--- src/rtl/pong_pkg.sv ---
// rtl/pong_pkg.sv - state encoding, match defaults and playfield constants for the pong match controller
package pong_pkg;

  localparam int WIN_SCORE_DEF   = 5;
  localparam int SERVE_DELAY_DEF = 8;
  localparam int POINT_HOLD_DEF  = 16;

  localparam int LEFT_MOST  = 0;
  localparam int RIGHT_MOST = 639;
  localparam int UP_MOST    = 0;
  localparam int DOWN_MOST  = 479;
  localparam int BAR1_Y     = 8;
  localparam int BAR2_Y     = 470;
  localparam int BAR_LEN    = 64;

  typedef enum logic [2:0] {
    ST_IDLE       = 3'd0,
    ST_SERVE_WAIT = 3'd1,
    ST_RALLY      = 3'd2,
    ST_POINT      = 3'd3,
    ST_OVER       = 3'd4
`ifdef PONG_PAUSE_EN
    , ST_PAUSED   = 3'd5
`endif
  } state_t;

endpackage

--- src/rtl/btn_edge.sv ---
// rtl/btn_edge.sv - two-flop synchronizer plus registered rising-edge pulse for a raw button
module btn_edge (
  input  logic CLK,
  input  logic RSTn,
  input  logic btn,
  output logic rise
);

  logic sync1, sync2, sync3;

  // rise lands 3 CLK after btn goes high: two sync stages plus the registered edge
  always_ff @(posedge CLK or negedge RSTn) begin
    if (!RSTn) begin
      sync1 <= 1'b0;
      sync2 <= 1'b0;
      sync3 <= 1'b0;
      rise  <= 1'b0;
    end else begin
      sync1 <= btn;
      sync2 <= sync1;
      sync3 <= sync2;
      rise  <= sync2 & ~sync3;
    end
  end

endmodule

--- src/rtl/pong_match_ctrl.sv ---
// rtl/pong_match_ctrl.sv - pong match sequencing and scoring; PONG_PAUSE_EN adds a start-button pause during rallies
module pong_match_ctrl
  import pong_pkg::*;
#(
  parameter int WIN_SCORE   = WIN_SCORE_DEF,
  parameter int SERVE_DELAY = SERVE_DELAY_DEF,
  parameter int POINT_HOLD  = POINT_HOLD_DEF
) (
  input  logic        CLK,
  input  logic        RSTn,
  input  logic        tick,
  input  logic        start_btn,
  input  logic        miss_p1,
  input  logic        miss_p2,
  output logic        ball_run,
  output logic        ball_load,
  output logic        serve_side,
  output logic [3:0]  score_p1,
  output logic [3:0]  score_p2,
  output logic [13:0] score_disp,
  output logic        game_over,
  output logic        winner,
  output logic [2:0]  state
);

  localparam int         CNT_W = 16;
  localparam logic [3:0] WIN4  = 4'(WIN_SCORE);

  state_t             state_q, state_nxt;
  logic [CNT_W-1:0]   cnt_q;
  logic [3:0]         score_p1_q, score_p2_q;
  logic               serve_q, winner_q;
  logic [13:0]        disp_q;
  logic               start_ev;
  logic               award_p1, award_p2, clr_scores, latch_win, counting;

  btn_edge u_start_edge (
    .CLK  (CLK),
    .RSTn (RSTn),
    .btn  (start_btn),
    .rise (start_ev)
  );

  always_ff @(posedge CLK or negedge RSTn) begin
    if (!RSTn) state_q <= ST_IDLE;
    else       state_q <= state_nxt;
  end

  always_comb begin
    state_nxt  = state_q;
    ball_load  = 1'b0;
    award_p1   = 1'b0;
    award_p2   = 1'b0;
    clr_scores = 1'b0;
    latch_win  = 1'b0;
    counting   = 1'b0;
    case (state_q)
      ST_IDLE: begin
        if (start_ev) state_nxt = ST_SERVE_WAIT;
      end
      ST_SERVE_WAIT: begin
        counting = 1'b1;
        if (tick && cnt_q == CNT_W'(SERVE_DELAY - 1)) begin
          ball_load = 1'b1;
          state_nxt = ST_RALLY;
        end
      end
      ST_RALLY: begin
        // a simultaneous double miss is a replay: no point, serve unchanged
        if (miss_p1 || miss_p2) begin
          award_p2  = miss_p1 & ~miss_p2;
          award_p1  = miss_p2 & ~miss_p1;
          state_nxt = ST_POINT;
        end
`ifdef PONG_PAUSE_EN
        else if (start_ev) begin
          state_nxt = ST_PAUSED;
        end
`endif
      end
      ST_POINT: begin
        counting = 1'b1;
        if (tick && cnt_q == CNT_W'(POINT_HOLD - 1)) begin
          if (score_p1_q == WIN4 || score_p2_q == WIN4) begin
            latch_win = 1'b1;
            state_nxt = ST_OVER;
          end else begin
            state_nxt = ST_SERVE_WAIT;
          end
        end
      end
      ST_OVER: begin
        if (start_ev) begin
          clr_scores = 1'b1;
          state_nxt  = ST_SERVE_WAIT;
        end
      end
`ifdef PONG_PAUSE_EN
      ST_PAUSED: begin
        if (start_ev) state_nxt = ST_RALLY;
      end
`endif
      default: state_nxt = ST_IDLE;
    endcase
  end

  // any state change restarts the tick count so every timed state begins at zero
  always_ff @(posedge CLK or negedge RSTn) begin
    if (!RSTn)                  cnt_q <= '0;
    else if (state_nxt != state_q) cnt_q <= '0;
    else if (tick && counting)  cnt_q <= cnt_q + 1'b1;
  end

  always_ff @(posedge CLK or negedge RSTn) begin
    if (!RSTn) begin
      score_p1_q <= '0;
      score_p2_q <= '0;
      serve_q    <= 1'b0;
      winner_q   <= 1'b0;
      disp_q     <= '0;
    end else begin
      if (clr_scores) begin
        score_p1_q <= '0;
        score_p2_q <= '0;
      end else begin
        if (award_p1 && score_p1_q != WIN4) score_p1_q <= score_p1_q + 4'd1;
        if (award_p2 && score_p2_q != WIN4) score_p2_q <= score_p2_q + 4'd1;
      end
      if (award_p1)      serve_q <= 1'b1;
      else if (award_p2) serve_q <= 1'b0;
      if (latch_win) winner_q <= (score_p2_q == WIN4);
      disp_q <= 14'(score_p1_q) * 14'd100 + 14'(score_p2_q);
    end
  end

  assign ball_run   = (state_q == ST_RALLY);
  assign game_over  = (state_q == ST_OVER);
  assign serve_side = serve_q;
  assign score_p1   = score_p1_q;
  assign score_p2   = score_p2_q;
  assign score_disp = disp_q;
  assign winner     = winner_q;
  assign state      = state_q;

endmodule

--- config.mk ---
export PLATFORM = sky130hd
export DESIGN_NAME = pong_match_ctrl
export DESIGN_NICKNAME = d
export VERILOG_FILES = /design/src/rtl/pong_pkg.sv /design/src/rtl/btn_edge.sv /design/src/rtl/pong_match_ctrl.sv
export SDC_FILE = /design/constraint.sdc
export NUM_CORES = 1
export LEC_CHECK = 0
export CAP_MARGIN = 20
export CORE_MARGIN = 1.5
export CORE_UTILIZATION = 50
export DETAILED_ROUTE_END_ITERATION = 6
export GPL_ROUTABILITY_DRIVEN = 0
export GPL_TIMING_DRIVEN = 0
export PLACE_DENSITY = 0.79
export SYNTH_ARGS = -nofsm -noshare
export SYNTH_HDL_FRONTEND = slang
export SYNTH_SLANG_ARGS = --single-unit
--- constraint.sdc ---
create_clock -name CLK -period 2.7 [get_ports CLK]
set_input_delay 0.27 -clock CLK [delete_from_list [all_inputs] [get_ports CLK]]
set_output_delay 0.27 -clock CLK [all_outputs]
set_load 0.01 [all_outputs]
Word-level counts from Yosys, hierarchy flattened

Index checks and enable logic that the tools add are counted.

Register bits after elaboration: 45
Bits of input ports: 6
Output and inout bits: 30
Logic and storage cells: 73

Add/subtract/negate cells: 4
Multiply operators: 1
Equal/unequal tests: 11
Muxes and demuxes: 26
Bitwise operators: 6
Reduce and logical (&&, ||, !) cells: 14

Operators by type and width:

| cell                                                                    | count |
|---|---|
| 16-bit two-way mux                                                      | 2 |
| 16-bit by 1-bit adder with 16-bit output (second input constant)        | 1 |
| 16-bit by 3-bit equality test with 1-bit output (second input constant) | 1 |
| 16-bit by 4-bit equality test with 1-bit output (second input constant) | 1 |
| 4-bit two-way mux                                                       | 4 |
| 3-bit two-way mux                                                       | 5 |
| 1-bit two-way mux                                                       | 14 |
| 11-bit by 4-bit adder with 12-bit output                                | 1 |
| 3-bit case mux with 4 select lines                                      | 1 |
| 4-bit by 5-bit multiplier with 9-bit output (second input constant)     | 1 |
| 4-bit by 1-bit adder with 4-bit output (second input constant)          | 2 |
| 4-bit by 3-bit equality test with 1-bit output (second input constant)  | 2 |
| 4-bit by 3-bit != test with 1-bit output (second input constant)        | 2 |
| 2-bit nonzero test                                                      | 4 |
| 3-bit by 2-bit equality test with 1-bit output (second input constant)  | 2 |
| 1-bit logical AND                                                       | 5 |
| 2-bit OR reduction                                                      | 2 |
| 1-bit AND                                                               | 3 |
| 3-bit by 1-bit equality test with 1-bit output (second input constant)  | 1 |
| 3-bit equality test (second input constant)                             | 1 |
| 3-bit logical NOT                                                       | 1 |
| 3-bit != test                                                           | 1 |
| 1-bit inverter                                                          | 3 |
| 1-bit logical OR                                                        | 2 |

Longest topological paths before layout

Depth in word-level cells: 7
Mapped depth: 10
Depth with buffers taken out: 10

By module

A second synthesis with hierarchy kept.

Cells, all modules: 240
Area total of the unflattened synthesis: 2546.2 um2

By module, submodules not included:

| module          | times used | cells an instance | area each (um2) | seq. area each (um2) |
|---|---|---|---|---|
| pong_match_ctrl | 1          | 235               | 2432.3          | 1026.0 |
| btn_edge        | 1          | 5                 | 113.9           | 100.1 |

Worst setup path before layout

OpenSTA, ideal clock, no wires.

Kind: register to register
Start point: reg score_p1_q[1] (netlist: score_p1[1])
End point: reg disp_q[9] (netlist: score_disp[9])
Library setup time: 136 ps
Arrival time: 2143 ps
Required time: 2564 ps
Slack: 421 ps
Cell stages (with the launch flop): 11
Buffers on the path: 0
Clock period less this slack: 2279 ps
Path through: dfrtp_1 inv_1 ha_1 inv_1 ha_1 inv_1 fa_1 xor2_1 nor3_1 nand3_1 xor2_1

Longest elaborated chain between the ends: 2

RTL lines:

| element                                     | RTL line               | text |
|---|---|---|
| from (decl)                                 | pong_match_ctrl.sv:31  | `logic [3:0] score_p1_q, score_p2_q;` |
| from (signal assigned)                      | pong_match_ctrl.sv:126 | `if (award_p1 && score_p1_q != WIN4) score_p1_q <= score_p1_q + 4'd1;` |
| 4-bit by 5-bit multiplier with 9-bit output | pong_match_ctrl.sv:132 | `disp_q <= 14'(score_p1_q) * 14'd100 + 14'(score_p2_q);` |
| 11-bit by 4-bit adder with 12-bit output    | pong_match_ctrl.sv:132 |  |
| to (signal assigned)                        | pong_match_ctrl.sv:132 |  |
| to (decl)                                   | pong_match_ctrl.sv:33  | `logic [13:0] disp_q;` |

Every way passes these cells.
A chain may end at the register's enable or synchronous reset.

Final worst setup path

Ends and elaborated chain as after synthesis.

==> impl.org <==
** Status
- The run finished with clean final reports.

** STA
- Final hold violation count :: 0
- Final count of negative-setup-slack endpoints :: 0
- After layout, the worst setup slack is 0.164 ns.
- Setup TNS :: 0 ns
- Highest attainable clock frequency :: 394 MHz
- Final Slew Violations :: 0
- The final critical path takes up 93.9% of the cycle.
- The worst pin sits at a relative slew slack of 62.5%.
- Tmin final :: 2.54 ns
- At the pin with the least slew margin, the transition time is 0.558 ns.
- Setup repair after global routing missed its margin :: no
- Maximum clock skew at final layout :: 0.0110 ns

** Setup path
- Series of cell instances along the critical path :: inv_1 -> ha_1 -> inv_1 -> ha_1 -> inv_1 -> fa_1 -> xor2_1 -> nor3_1 -> nand3_1 -> xor2_1
- Crit path top cell by count :: sky130_fd_sc_hd__inv_1
- Crit Path Category :: reg2reg
- Destination of the worst register-to-register timing path :: score_disp[9]
- Worst Reg2Reg Path Length in Cells :: 10
- Largest fanout of any net on the critical path :: 6
- The worst setup path is captured at a flop.
- Across all register-to-register paths, the minimum setup slack is 0.16 ns.
- The largest single stage delay on the critical path is 0.47 ns.
- Cell type of the slowest stage on the worst timing path :: sky130_fd_sc_hd__dfrtp_1
- Worst setup path startpoint :: score_p1[1]
- The worst setup path is launched from a flop.
- Arrival time at the worst endpoint :: 2.70 ns
- WP data required :: 2.86 ns
- The worst register-to-register path begins at score_p1[1].

** GRT
- Congestion Overflow GR :: 0
- Global routing used 21.0% of the available tracks across all layers.
- Entering global routing, the biggest net connects 27 pins.
- Antenna violations before repair :: 0
- The via count of the first global-routing pass is 1,793.
- The first global-routing pass estimated 8.42 mm of wire.

** Logic synthesis
- Averaged over all synthesized cells, the footprint is 10.2 µm².
- The Yosys step of the flow raised 0 warnings.
- EDFF count, synth :: 0
- Area of the mapped netlist :: 2440 µm²
- The number of different library cells used by synthesis comes to 44.
- In the synthesized netlist the async set-or-reset flop fraction comes to 100%.
- Counting every instance in the synthesized netlist gives 239.
- Sequential-to-total area share from yosys stat :: 46.1%
- The synthesized design contains 45 register bits.
- Ys flop type :: sky130_fd_sc_hd__dfrtp_1

** Pwr
- VDD sags by at most 0.000406 V.
- Total Power :: 0.00197 W
- PwrDens :: 663 nW/µm²
- Leakage dissipation :: 1.34 nW

** Min path
- The min-delay analysis places its worst path in the category reg2reg.
- Worst hold start :: u_start_edge.sync1
- The worst hold path terminates at u_start_edge.sync2.
- The worst hold path was traced through 0 stages.

** Placement
- Prior to clock tree synthesis, the placed netlist has a worst setup slack of 0.218 ns.
- Detailed-placement wirelength estimate :: 3.68 mm
- Port bufs :: 33

** Die
- Die span in y :: 72.9 µm
- Initial Utilization :: 51.7%
- X dimension of the die :: 72.9 µm
- The die covers 5310 µm².
- Core Box Area :: 4720 µm²
- Standard-cell rows :: 25
- Io pins :: 36

** Layout
- Compared with the post-synthesis result, the final layout area differs by 21.8%.
- 0 antenna diodes ended up in the layout.
- Proportion of layout cells with a drive suffix above 1 :: 6.38%
- Fillers :: 394
- Count of nets after finishing :: 307

** Drt
- The count of nets left with antenna violations once routing finished came out at 0.
- The pre-antenna-repair detailed-routing pass consisted of 4 iterations.
- Total wirelength of the detailed-routed design :: 4.90 mm
- After detailed routing, the average wire length per cell comes to 14.0 µm.
- Drt drc :: 0
- Iter 0 DRT Violations :: 71
- Routed vias :: 1,845
- Mean number of vias per cell :: 5.29

** Clock tree
- Longest Clk Path Bufs :: 2
- Root Driver :: sky130_fd_sc_hd__clkbuf_8
- H-tree depth :: 2
- Worst-Skew Late Latency :: 0.30 ns
- After clock tree synthesis, the clock-pin slew on the worst setup and hold paths is 0.08 ns.
- TritonCTS built the clock tree.
- Cts bufs inserted :: 5
- Total clock sinks :: 45

** Run
- Maximum capacitance violations :: 0
==> what timing repair did <==
action | 4_1_cts | 5_1_grt
hold buffers | 1 | 0
resized for setup | 0 | 0
endpoints found under the hold margin | 19 | 0
buffers inserted | 0 | 0
==> per-layer routing <==
metal	wire length [µm]	GRT usage, %	vias up
li1	-	-	919
met1	2280	27.6	886
met2	2430	33.7	34
met3	158	5.39	6
met4	43	7.34	0
met5	0	0	-
==> final cells by class <==
class,instances,area [µm²],area share [%]
Sequential cell,45,1130,37.9
Tap cell,67,83.8,2.82
Clock inverter,1,7.51,0.252
Clock buffer,6,82.6,2.78
Multi-Input combinational cell,170,1200,40.5
Inverter,17,63.8,2.15
Timing Repair Buffer,35,355,11.9
Buffer,8,50.0,1.68
==> sequential cells by signal (all words and copies together) (netlist names) <==
register / cells
state: 3
serve_side: 1
score_p1: 4
score_p2: 4
score_disp: 12
u_start_edge.sync3: 1
u_start_edge.sync2: 1
winner: 1
u_start_edge.sync1: 1
u_start_edge.rise: 1
cnt_q: 16
==> synthesized netlist by cell type (all sizes together), types with 2 or more instances <==
library cell | instances | share of area, %
dfrtp | 45 | 46
nand2 | 19 | 2.9
ha | 17 | 8.7
inv | 17 | 2.6
nor2 | 16 | 2.5
a21oi | 10 | 2.1
nand3 | 10 | 2.3
xnor2 | 10 | 3.6
xor2 | 10 | 3.6
nor3 | 9 | 1.8
nor4 | 7 | 1.8
mux2i | 6 | 2.5
buf | 5 | 1.6
nand4 | 5 | 1.3
nor2b | 5 | 1.3
o31ai | 5 | 1.5
nand3b | 4 | 1.2
o21ai | 4 | 0.82
and4 | 3 | 1.1
clkbuf | 3 | 0.46
or3 | 3 | 0.77
or4 | 3 | 0.92
a21o | 2 | 0.61
and3 | 2 | 0.51
fa | 2 | 1.6
o211ai | 2 | 0.61
==> cell usage in the layout (no fill, tap or decap), types with 5 or more instances in the layout <==
cell                              netlist  layout
sky130_fd_sc_hd__xor2_1                10      10
sky130_fd_sc_hd__o31ai_1                5       5
sky130_fd_sc_hd__inv_1                 17      17
sky130_fd_sc_hd__nand3_1                9       9
sky130_fd_sc_hd__xnor2_1               10      10
sky130_fd_sc_hd__nor3_1                 9       9
sky130_fd_sc_hd__dfrtp_1               45      45
sky130_fd_sc_hd__nand2_1               19      19
sky130_fd_sc_hd__clkbuf_8               0       6
sky130_fd_sc_hd__nand4_1                5       5
sky130_fd_sc_hd__mux2i_1                6       6
sky130_fd_sc_hd__a21oi_1               10      10
sky130_fd_sc_hd__nor2b_1                5       5
sky130_fd_sc_hd__nor4_1                 7       7
sky130_fd_sc_hd__clkdlybuf4s50_1        0      32
sky130_fd_sc_hd__ha_1                  17      17
sky130_fd_sc_hd__nor2_1                16      16
==> how the worst max path moves through the flow <==
stage	cells after the start	endpoint	slack, ns
final	10	score_disp[9]	0.16
after global routing	10	score_disp[9]	0.04
after CTS	10	score_disp[9]	0.20
after detailed placement	10	score_disp[9]	0.22
after global placement	1	u_start_edge.sync3	0.10
after floorplan	10	score_disp[9]	0.42
==> stage by stage <==
| step | hold WS (ns) | utilization (%) | instances | area, µm² |
|---|---|---|---|---|
| 2_1_floorplan | -0.0256 | - | 240 | 2440 |
| 3_3_place_gp | 0.351 | 60.5 | 340 | 2860 |
| 3_5_place_dp | 0.255 | 60.8 | 341 | 2870 |
| 4_1_cts | 0.376 | 63.0 | 349 | 2970 |
| 5_1_grt | 0.389 | 63.0 | 349 | 2970 |
| 6_report | 0.373 | 63.0 | 349 | 2970 |
==> power breakdown <==
group / internal (W) / switching (W) / leakage, nW
combinational: 0.000320 / 0.000340 / 0.707
clock: 0.000202 / 0.000220 / 0.0433
sequential: 0.000785 / 0.000103 / 0.593
total: 0.00131 / 0.000663 / 1.34
==> worst max-delay path, delay by kind of cell, from the launching register on <==
kind	cells	cell delay (ns)
XOR/XNOR	2	0.39
adder cells (fa/ha/maj)	3	0.87
buffers and inverters	3	0.28
flip-flops	1	0.47
AND/OR/NAND/NOR	2	0.40
==> cell families after synthesis <==
group           synth area share, %
simple gates                   20.3
flops                          46.1
compound gates                 8.25
buf+inv                        4.66
xor+xnor                       7.18
fa+ha+maj                      10.4
mux                            2.92
other cells                   0.154
Note: power is estimated with default switching activity, not from simulation.
==> variant (config.mk and constraints unchanged) <==
The option `PONG_PAUSE_EN` is turned on by a define.
--- a/src/rtl/pong_pkg.sv
+++ b/src/rtl/pong_pkg.sv
@@ -1,2 +1,4 @@
 // rtl/pong_pkg.sv - state encoding, match defaults and playfield constants for the pong match controller
+`define PONG_PAUSE_EN
+
 package pong_pkg;
Formal check against the unedited RTL: same outputs for any inputs over 10 cycles, from zero or initial values and one cycle with RSTn low; that may be too few to reach the edited logic, so the function may still have changed.
==> variant against the unedited design <==
Critical path depth shrank 2; clock power shrank 4%; routed wire length grew 5.4%; clock skew shrank 0.0014 ns; power shrank 11%; synthesized area grew 4.1%; utilization grew 1.2 points; sequential cell count is the same; die area grew 3.9%; setup slack lost 0.034 ns; fmax shrank 1.3%; cell area grew 4.0%; count of clock-buffer cells in the layout is the same; global-route usage shrank 0.62 points; critical path type unchanged; largest cell class unchanged; largest power group unchanged.
==> variant: results (changes against the unedited design) <==
status: "complete, no violations"  # unchanged
grt_pass1_wl_um: 8560  # was 8420 µm
cp_max_fo: 8  # was 6
grt_use_total_pct: 20.4  # was 21.0%
use_met2_pct: 36.4  # was 33.7%
use_met3_pct: 4.88  # was 5.39%
synth_cells: 251  # was 239
drive_gt1_share_pct: 10.5  # was 6.38%
arrival_ns: 2.75  # was 2.70 ns
grt_start_max_net_pins: 29  # was 27
async_flop_share_pct: 100  # unchanged
grt_pass1_vias: 1927  # was 1793
synth.area.top_cells: "dfrtp_1 44%, ha_1 7.9%, xnor2_1 4.8%"  # was dfrtp_1 46%, ha_1 8.7%, xnor2_1 3.6%
netlist_top_cells_count: "45 x dfrtp_1, 19 x inv_1, 16 x ha_1"  # was 45 x dfrtp_1, 19 x nand2_1, 17 x ha_1, 17 x inv_1, 16 x nor2_1
regMostFlops: "cnt_q"  # unchanged
first_pass_iters: 4  # unchanged
vdd_drop_max_uv: 340  # was 406 µV
worst_slew_pin_slew_ns: 0.480  # was 0.558 ns
hpwl_um: 3820  # was 3680 µm
cts_buffer_depth: 2  # unchanged
p_leak_nw: 1.37  # was 1.34 nW
port_buffers: 32  # was 33
synthToLayoutAreaGrowth_pct: 21.7  # was 21.8%
drtIter0Drc: 70  # was 71
p_per_area_mw_per_mm2: 568  # was 663 mW/mm²
largest_reg_flops: 16  # unchanged
routed-via-count: 1970  # was 1845
ys_types: 52  # was 44
nets: 319  # was 307
fin_cells: 363  # was 349
dp_cells: 352  # was 341
seq_area_frac_synth_pct: 44.3  # was 46.1%
reg2reg_slack_ns: 0.13  # was 0.16 ns
skew_ns: 0.00960  # was 0.0110 ns
grt_util_met1_pct: 24.7  # was 27.6%
wire_per_inst_um: 14.2  # was 14.0 µm
==> variant: changes by cell type in the layout (fill, tap and decap cells not counted), sizes merged, moves of 5 or more <==
cell / before / now
o21ai: 4 / 12
or3: 3 / 11
nand2: 19 / 12
a22oi: 0 / 6
a21oi: 10 / 15
nand2b: 0 / 5
nor3: 9 / 4
==> variant: path summary, 6_finish.rpt <==
check / to / start / depth (start not counted)
max: score_disp[9] / score_p1[0] / 8
min in group asynchronous: state[1] / RSTn / 2
min reg2reg: u_start_edge.sync2 / u_start_edge.sync1 / 0
max in group asynchronous: score_disp[7] / RSTn / 3
max reg2reg: score_disp[9] / score_p1[0] / 8
min: u_start_edge.sync2 / u_start_edge.sync1 / 0
==> variant: area by class of cell <==
| type | instances | area (µm²) |
|---|---|---|
| fillers | 410 | 1720 |
| clock inverters | 2 | 10.0 |
| plain buffers | 11 | 52.6 |
| repair buffers | 36 | 355 |
| multi-input cells | 177 | 1320 |
| well taps | 67 | 83.8 |
| flip-flops and latches | 45 | 1130 |
| clock buffers | 6 | 72.6 |
| inverters | 19 | 71.3 |
==> variant: report_power, final <==
part	internal, W	switching [W]	total, W
Combinational	0.000245	0.000311	0.000555
Sequential	0.000737	0.0000575	0.000795
Clock	0.000180	0.000226	0.000405
Total	0.00116	0.000594	0.00176
==> variant: cell families (layout without fill, tap and decap cells) <==
logic type	after synthesis	after routing	synth area share (%)
DFF	45	45	44.3
xor gates and xnor gates	22	22	7.58
and+or+nand+nor	86	86	20.5
buffers and inverters	30	74	4.87
muxes	4	4	1.82
AOI/OAI and AO/OA	45	45	11.3
adders and majority gates	18	18	9.45
other	1	2	0.148
==> variant: stage by stage <==
stage                     utilization [%]  area, µm²  worst slack [ns]  hold WS, ns
after detailed placement             61.5       2960            -0.293        0.231
after global routing                 64.2       3090            0.0226        0.345
after floorplan                         -       2540             0.223      -0.0256
after CTS                            63.9       3080            0.0153        0.350
after global placement               61.2       2950            -0.328        0.337
final                                64.2       3090             0.130        0.350
==> variant: routing by layer <==
layer	share of wire, %	up-vias	wire [µm]
li1	-	966	-
met4	0.56	0	29
met1	45	969	2340
met2	51	32	2610
met5	0	-	0
met3	3.6	3	184
==> variant: what timing repair did <==
| item | CTS | global route |
|---|---|---|
| endpoints found under the hold margin | 17 | 0 |
| setup buffers | 1 | 1 |
| hold buffers | 1 | 0 |
| endpoints found under the setup margin | 1 | 3 |
| gates resized for setup | 8 | 3 |
==> variant: critical path, cell delays in order, from the launching register on <==
cell and delay (ns):
dfrtp_1 0.49, ha_1 0.35, inv_1 0.06, ha_1 0.18
inv_1 0.06, fa_1 0.41, xor2_1 0.19, or4_4 0.54
xor2_1 0.17
